**src/rtl/mpe_bus_pkg.sv**
```systemverilog
// rtl/mpe_bus_pkg.sv - bus trace type codes, record layout helpers
package mpe_bus_pkg;

  localparam int TYPE_W    = 3;
  localparam int DATA_W    = 8;
  localparam int NUM_TYPES = 5;

  typedef enum logic [TYPE_W-1:0] {
    TR_MEMRD = 3'd0,
    TR_MEMWR = 3'd1,
    TR_IORD  = 3'd2,
    TR_IOWR  = 3'd3,
    TR_INTA  = 3'd4
  } tr_type_e;

  // Record layout, MSB->LSB: {[ts], type, addr, data}
  function automatic int rec_data_lsb();
    return 0;
  endfunction

  function automatic int rec_addr_lsb();
    return DATA_W;
  endfunction

  function automatic int rec_type_lsb(input int addr_w);
    return DATA_W + addr_w;
  endfunction

  function automatic int rec_ts_lsb(input int addr_w);
    return TYPE_W + DATA_W + addr_w;
  endfunction

  function automatic int rec_width(input int addr_w, input int ts_w);
    return TYPE_W + DATA_W + addr_w + ts_w;
  endfunction

  // Type code of the lowest set bit; TR_MEMRD when nothing is set
  function automatic tr_type_e lowest_type(input logic [NUM_TYPES-1:0] act);
    tr_type_e t;
    t = TR_MEMRD;
    for (int k = NUM_TYPES - 1; k >= 0; k--) begin
      if (act[k]) t = tr_type_e'(k[TYPE_W-1:0]);
    end
    return t;
  endfunction

endpackage

```
**src/rtl/bus_trace_fifo.sv**
```systemverilog
// rtl/bus_trace_fifo.sv - show-ahead record FIFO with stop/overwrite-oldest on full
module bus_trace_fifo
  import mpe_bus_pkg::*;
#(
  parameter  int WIDTH = 31,
  parameter  int DEPTH = 16,
  localparam int AW    = $clog2(DEPTH)
) (
  input  logic             clk,
  input  logic             rst_n,
  input  logic             clear,
  input  logic             ring_mode,
  input  logic [WIDTH-1:0] s_tdata,
  input  logic             s_tvalid,
  output logic [WIDTH-1:0] m_tdata,
  output logic             m_tvalid,
  input  logic             m_tready,
  output logic [AW:0]      level,
  output logic             dropped
);

  localparam logic [AW:0] FULL_LVL = (AW + 1)'(DEPTH);

  logic [AW:0]      wr_ptr_q, wr_ptr_d;
  logic [AW:0]      rd_ptr_q, rd_ptr_d;
  logic [WIDTH-1:0] mem_q [DEPTH];
  logic             empty, full, pop, wr_en;

  // Extra pointer MSB separates full (level=DEPTH) from empty (level=0)
  assign level    = wr_ptr_q - rd_ptr_q;
  assign empty    = (wr_ptr_q == rd_ptr_q);
  assign full     = (level == FULL_LVL);
  assign m_tvalid = ~empty;
  assign pop      = m_tvalid & m_tready;
  assign m_tdata  = empty ? '0 : mem_q[rd_ptr_q[AW-1:0]];

  // Pointer update: clear wins, pop+push on full always succeeds, ring overwrites oldest
  always_comb begin
    wr_ptr_d = wr_ptr_q;
    rd_ptr_d = rd_ptr_q;
    wr_en    = 1'b0;
    dropped  = 1'b0;
    if (clear) begin
      wr_ptr_d = '0;
      rd_ptr_d = '0;
    end else begin
      if (pop) rd_ptr_d = rd_ptr_q + 1'b1;
      if (s_tvalid) begin
        if (!full || pop) begin
          wr_en    = 1'b1;
          wr_ptr_d = wr_ptr_q + 1'b1;
        end else begin
          dropped = 1'b1;
          if (ring_mode) begin
            wr_en    = 1'b1;
            wr_ptr_d = wr_ptr_q + 1'b1;
            rd_ptr_d = rd_ptr_q + 1'b1;
          end
        end
      end
    end
  end

  // Pointer registers
  always_ff @(posedge clk or negedge rst_n) begin
    if (!rst_n) begin
      wr_ptr_q <= '0;
      rd_ptr_q <= '0;
    end else begin
      wr_ptr_q <= wr_ptr_d;
      rd_ptr_q <= rd_ptr_d;
    end
  end

  // Storage array; contents are masked by empty so no reset is needed
  always_ff @(posedge clk) begin
    if (wr_en) mem_q[wr_ptr_q[AW-1:0]] <= s_tdata;
  end

endmodule

```
**src/rtl/bus_trace_buffer.sv**
```systemverilog
// rtl/bus_trace_buffer.sv - 8088 bus cycle recorder; BUS_TRACE_TIMESTAMP_EN adds timestamps
module bus_trace_buffer
  import mpe_bus_pkg::*;
#(
  parameter  int ADDR_W = 20,
  parameter  int DEPTH  = 16,
  parameter  int CNT_W  = 16,
  parameter  int TS_W   = 16,
`ifdef BUS_TRACE_TIMESTAMP_EN
  localparam int TS_EN  = 1,
`else
  localparam int TS_EN  = 0,
`endif
  localparam int REC_W  = rec_width(ADDR_W, TS_W * TS_EN),
  localparam int LVL_W  = $clog2(DEPTH) + 1
) (
  input  logic                 clk,
  input  logic                 rst_n,
  input  logic [ADDR_W-1:0]    bus_addr,
  input  logic [DATA_W-1:0]    bus_data,
  input  logic                 mrdc_n,
  input  logic                 mwtc_n,
  input  logic                 iorc_n,
  input  logic                 iowc_n,
  input  logic                 inta_n,
  input  logic                 capture_en,
  input  logic                 ring_mode,
  input  logic [NUM_TYPES-1:0] type_mask,
  input  logic                 clear,
  output logic                 rd_valid,
  input  logic                 rd_ready,
  output logic [REC_W-1:0]     rd_data,
  output logic [LVL_W-1:0]     level,
  output logic                 overflow,
  output logic                 proto_err,
  output logic [CNT_W-1:0]     drop_cnt
);

  logic [NUM_TYPES-1:0] str_n, low;
  logic [NUM_TYPES-1:0] strobe_q, strobe_d;
  logic [NUM_TYPES-1:0] ign_q, ign_d;
  logic [NUM_TYPES-1:0] done, done_1h;
  logic [ADDR_W-1:0]    cap_addr_q, cap_addr_d;
  logic [DATA_W-1:0]    cap_data_q, cap_data_d;
  logic                 proto_err_q, proto_err_d;
  logic                 overflow_q, overflow_d;
  logic [CNT_W-1:0]     drop_cnt_q, drop_cnt_d;
  tr_type_e             done_type;
  logic                 push, fifo_drop;
  logic [REC_W-1:0]     rec;

  // Bit k of the strobe vectors corresponds to type code k
  assign str_n = {inta_n, iowc_n, iorc_n, mwtc_n, mrdc_n};
  assign low   = ~str_n;

  // A strobe seen low together with a lower-coded strobe stays ignored until it rises
  always_comb begin
    ign_d = '0;
    for (int k = 0; k < NUM_TYPES; k++) begin
      ign_d[k] = low[k] & (ign_q[k] | (|(low & ((5'd1 << k) - 5'd1))));
    end
  end

  // Completion detect, filter and record assembly
  always_comb begin
    strobe_d   = str_n;
    cap_addr_d = cap_addr_q;
    cap_data_d = cap_data_q;
    if (|low) begin
      cap_addr_d = bus_addr;
      cap_data_d = bus_data;
    end
    done      = str_n & ~strobe_q & ~ign_q;
    done_1h   = done & (~done + 5'd1);
    done_type = lowest_type(done_1h);
    push      = (|(done_1h & type_mask)) & capture_en & ~clear;
  end

  // Sticky flags and saturating loss counter; clear takes priority
  always_comb begin
    proto_err_d = proto_err_q | (|(low & (low - 5'd1)));
    overflow_d  = overflow_q | fifo_drop;
    drop_cnt_d  = drop_cnt_q;
    if (fifo_drop && (drop_cnt_q != {CNT_W{1'b1}})) drop_cnt_d = drop_cnt_q + 1'b1;
    if (clear) begin
      proto_err_d = 1'b0;
      overflow_d  = 1'b0;
      drop_cnt_d  = '0;
    end
  end

  // Edge detector, capture and status registers
  always_ff @(posedge clk or negedge rst_n) begin
    if (!rst_n) begin
      strobe_q    <= '1;
      ign_q       <= '0;
      cap_addr_q  <= '0;
      cap_data_q  <= '0;
      proto_err_q <= 1'b0;
      overflow_q  <= 1'b0;
      drop_cnt_q  <= '0;
    end else begin
      strobe_q    <= strobe_d;
      ign_q       <= ign_d;
      cap_addr_q  <= cap_addr_d;
      cap_data_q  <= cap_data_d;
      proto_err_q <= proto_err_d;
      overflow_q  <= overflow_d;
      drop_cnt_q  <= drop_cnt_d;
    end
  end

`ifdef BUS_TRACE_TIMESTAMP_EN
  logic [TS_W-1:0] ts_q, ts_d;

  // Free-running cycle counter, stamped into the record at the push edge
  always_comb begin
    ts_d = ts_q + 1'b1;
  end

  // Timestamp register
  always_ff @(posedge clk or negedge rst_n) begin
    if (!rst_n) ts_q <= '0;
    else        ts_q <= ts_d;
  end

  assign rec = {ts_q, done_type, cap_addr_q, cap_data_q};
`else
  assign rec = {done_type, cap_addr_q, cap_data_q};
`endif

  bus_trace_fifo #(
    .WIDTH (REC_W),
    .DEPTH (DEPTH)
  ) u_fifo (
    .clk       (clk),
    .rst_n     (rst_n),
    .clear     (clear),
    .ring_mode (ring_mode),
    .s_tdata   (rec),
    .s_tvalid  (push),
    .m_tdata   (rd_data),
    .m_tvalid  (rd_valid),
    .m_tready  (rd_ready),
    .level     (level),
    .dropped   (fifo_drop)
  );

  assign overflow  = overflow_q;
  assign proto_err = proto_err_q;
  assign drop_cnt  = drop_cnt_q;

endmodule

```
**config.mk**
```make
export PLATFORM = sky130hd
export DESIGN_NAME = bus_trace_buffer
export DESIGN_NICKNAME = d
export VERILOG_FILES = /design/src/rtl/mpe_bus_pkg.sv /design/src/rtl/bus_trace_fifo.sv /design/src/rtl/bus_trace_buffer.sv
export SDC_FILE = /design/constraint.sdc
export NUM_CORES = 1
export LEC_CHECK = 0
export ABC_AREA = 1
export CORE_ASPECT_RATIO = 0.9
export CORE_UTILIZATION = 60
export CTS_CLUSTER_SIZE = 30
export DETAILED_ROUTE_END_ITERATION = 8
export PLACE_DENSITY_LB_ADDON = 0.08
export SLEW_MARGIN = 20
export SYNTH_ARGS = -nofsm -noshare
export SYNTH_HDL_FRONTEND = slang
export SYNTH_SLANG_ARGS = --single-unit
```
**constraint.sdc**
```tcl
create_clock -name clk -period 9.4 [get_ports clk]
set_clock_uncertainty 0.2 [all_clocks]
set_input_delay 0.94 -clock clk [delete_from_list [all_inputs] [get_ports clk]]
set_output_delay 0.94 -clock clk [all_outputs]
set_load 0.05 [all_outputs]
```
==> results by group <==
Run status
  – Outcome: completed

CTS
  – Clk buf depth: 3
  – CTS tree: built
  – Clock Sinks: 562
  – CTS H-tree depth: 2
  – Clock-pin slew on the worst setup and hold paths: 60 ps
  – Post-cts sizing count: 0
  – CTS root buf: clkbuf_16
  – Clk_lat worst skew: 570 ps
  – Cts bufs inserted: 54
  – Post CTS Setup Buffer Count: 0
  – Hold buffer count at cts: 0

Yosys
  – FFs w/ async S/R, synth: 11.7%
  – Syn nets: 1828
  – Yosys warning count: 0
  – Syn avg cell area: 12.9 µm²
  – Unique masters post-synth: 43
  – Ys flop type: edfxtp_1
  – Register area share after synthesis: 72.3%
  – Netlist Area Pre-Place: 0.0229 mm²
  – Number of enable flip-flop cells after synthesis: 496
  – Cells after Synth: 1773
  – Yosys reg bits: 562

GRT
  – Vias in the first global route: 14100
  – Global route total overflow: 0
  – First-pass GRT wire length: 81.9 mm
  – Largest net degree at the start of global routing: 131
  – Aggregate global-route resource usage: 27.5%
  – Initial antenna violation count: 0

Cells and area
  – Final std cells w/o fill: 2379
  – Filler instances: 2548
  – Share of layout cells above drive strength 1: 8.97%
  – Multi-input logic area: 0.00586 mm²
  – Antenna cells: 0
  – Fin area: 0.0263 mm²
  – Area delta synth->final: 14.8%
  – Register Area: 0.0166 mm²
  – Final nets: 1907

Min path
  – Worst Hold Class: reg -> reg
  – Worst Hold Path EP: ign_q[3]
  – Hold path depth: 2
  – Hold wc startpoint: ign_q[3]

Die
  – DIE HEIGHT: 187 µm
  – Die area: 0.0389 mm²
  – Rows: 67
  – Initial Utilization: 61.2%
  – Die X-Extent: 208 µm
  – IO Pins: 99
  – Core area: 0.0374 mm²

Critical path
  – Crit path top cell by count: buf_4
  – Largest stage delay, worst path: 910 ps
  – FF-to-FF Start: u_fifo.rd_ptr_q[2]
  – Crit path cell chain: buf_4, clkinv_1, buf_4, ha_1, nand2_1, nor2_1, nand2_2, inv_1, buf_4, a211oi_1, clkdlybuf4s50_1
  – Critical path class: reg -> out
  – R2R Path End: u_fifo.mem_q[3][15]
  – R2r setup slk: 3940 ps
  – Crit-path slowest cell: clkdlybuf4s50_1
  – Req. time, crit path: 8260 ps
  – CP endpoint kind: output port
  – Crit-path max FO: 35
  – WP data arrival: 5010 ps
  – Startpoint types: flip-flop
  – Worst R2R Path Depth: 12

Placed design
  – PortBufs: 98
  – Placed cell area: 0.0246 mm²
  – Placer Congestion: 0.867
  – Placed Cells: 2277
  – DP HPWL: 29.6 mm

Pwr
  – Pleak: 9.31 nW
  – Pwr dens: 269 mW/mm²
  – Peak VDD IR: 275 µV

Timing
  – Final Max Slew Viols: 0
  – Min Hold Slack: 291 ps
  – Count of final setup violators: 0
  – RSZ-0062 raised after global routing: false
  – FMAX: 0.163 GHz
  – Setup TNS: 0 ps
  – Tmin final: 6150 ps
  – Post-route clock period utilization: 65.4%
  – Worst slew pin tran: 1150 ps
  – Hold Vio Cnt, Final: 0
  – Worst slew margin: 23.2%

Routing
  – Final WL: 53.3 mm
  – Wire length per cell: 22.4 µm
  – DRC violations left: 0
  – Vias/cell: 6.15
  – DR pass1 iterations: 5
  – Initial DRC count: 1478
  – Vias: 14600
  – Antenna-violating nets left: 0

Job
  – # Max-Cap Violations: 0
-- how the worst max path moves through the flow --
stage / startpoint / depth (start not counted) / slack, ps / to
finish: u_fifo.rd_ptr_q[2] / 11 / 3250 / rd_data[29]
global route: u_fifo.rd_ptr_q[2] / 10 / 3100 / rd_data[29]
CTS: u_fifo.rd_ptr_q[2] / 10 / 3350 / rd_data[29]
detailed placement: u_fifo.rd_ptr_q[2] / 10 / 4000 / rd_data[29]
global placement: clear / 6 / 4010 / u_fifo.mem_q[0][18]
floorplan: u_fifo.rd_ptr_q[1] / 11 / 4510 / u_fifo.mem_q[0][0]
-- metal layers --
layer  vias to the layer above  GRT usage, %  share of wire (%)
met3                        82          4.26                7.6
met4                         0          7.09                2.3
met5                         -             0                  0
li1                       6659             -                  -
met1                      7280          39.8                 43
met2                       613          44.1                 47
-- synth_stat cells, drive strengths merged (5+ instances only) --
cell    count  area [µm²]
o22ai      31         194
nand2     358        1360
xor2       17         149
o21ai      67         335
o221ai     31         272
a21boi     31         233
a221oi     31         272
clkbuf     76         285
ha         10         125
mux2       28         315
nor2      148         579
a21oi     131         659
edfxtp    496       14900
inv        45         169
mux2i      31         310
nand3      47         263
dfrtp      61        1530
buf        28         146
xnor2       7        61.3
nand4      21         138
a211oi     31         233
nor3       34         170
dfstp       5         131
-- placed cells by master (no fill, tap or decap), drive strengths merged, types with 34 or more instances in the layout --
| cell type | Yosys | final |
|---|---|---|
| dfrtp | 61 | 61 |
| clkbuf | 76 | 77 |
| a21oi | 131 | 131 |
| nand3 | 47 | 47 |
| nor3 | 34 | 34 |
| nand2 | 358 | 358 |
| o21ai | 67 | 67 |
| nor2 | 148 | 148 |
| clkdlybuf4s50 | 0 | 97 |
| inv | 45 | 45 |
| edfxtp | 496 | 496 |
-- through the flow --
| step | utilization [%] | total power, W | worst slack, ps |
|---|---|---|---|
| floorplan | - | 0.00433 | 4510 |
| global placement | 65.0 | 0.00501 | 4010 |
| detailed placement | 65.7 | 0.00505 | 4000 |
| CTS | 70.1 | 0.00707 | 3350 |
| global route | 70.3 | 0.00733 | 3100 |
| finish | 70.3 | 0.00706 | 3250 |
-- state kept, by name, indices dropped and copies added, names as in the netlist --
signal and count:
drop_cnt 16, proto_err 1, overflow 1, cap_data_q 8
u_fifo.wr_ptr_q 5, cap_addr_q 20, strobe_q 5, u_fifo.rd_ptr_q 5
ign_q 5, u_fifo.mem_q 496
-- worst max-delay path: cells and delay by family (launching register included) --
kind	cells	cell delay, ps
and+or+nand+nor	3	270
AOI/OAI and AO/OA	1	530
adders and majority gates	1	400
buffers and inverters	6	2880
DFF	1	340
-- cells by family after synthesis --
group | synth area share (%)
XOR/XNOR | 0.918
AO/OA/AOI/OAI | 9.73
flip-flops | 72.3
adder cells (fa/ha/maj) | 0.634
AND/OR/NAND/NOR | 11.0
multiplexers | 2.73
buffers and inverters | 2.64
-- cell type report --
class,instances,area share (%)
well taps,483,2.30
clock inverters,23,0.476
clock buffers,77,5.83
repair buffers,127,5.38
multi-input cells,1061,22.3
inverters,46,0.676
flip-flops and latches,562,63.0
-- report_power, final --
part / internal [W] / total [W] / switching [W]
combinational: 0.000661 / 0.00221 / 0.00155
sequential: 0.00275 / 0.00281 / 0.0000600
clock: 0.00115 / 0.00204 / 0.000889
total: 0.00456 / 0.00706 / 0.00249
(Power assumes the default switching activity.)
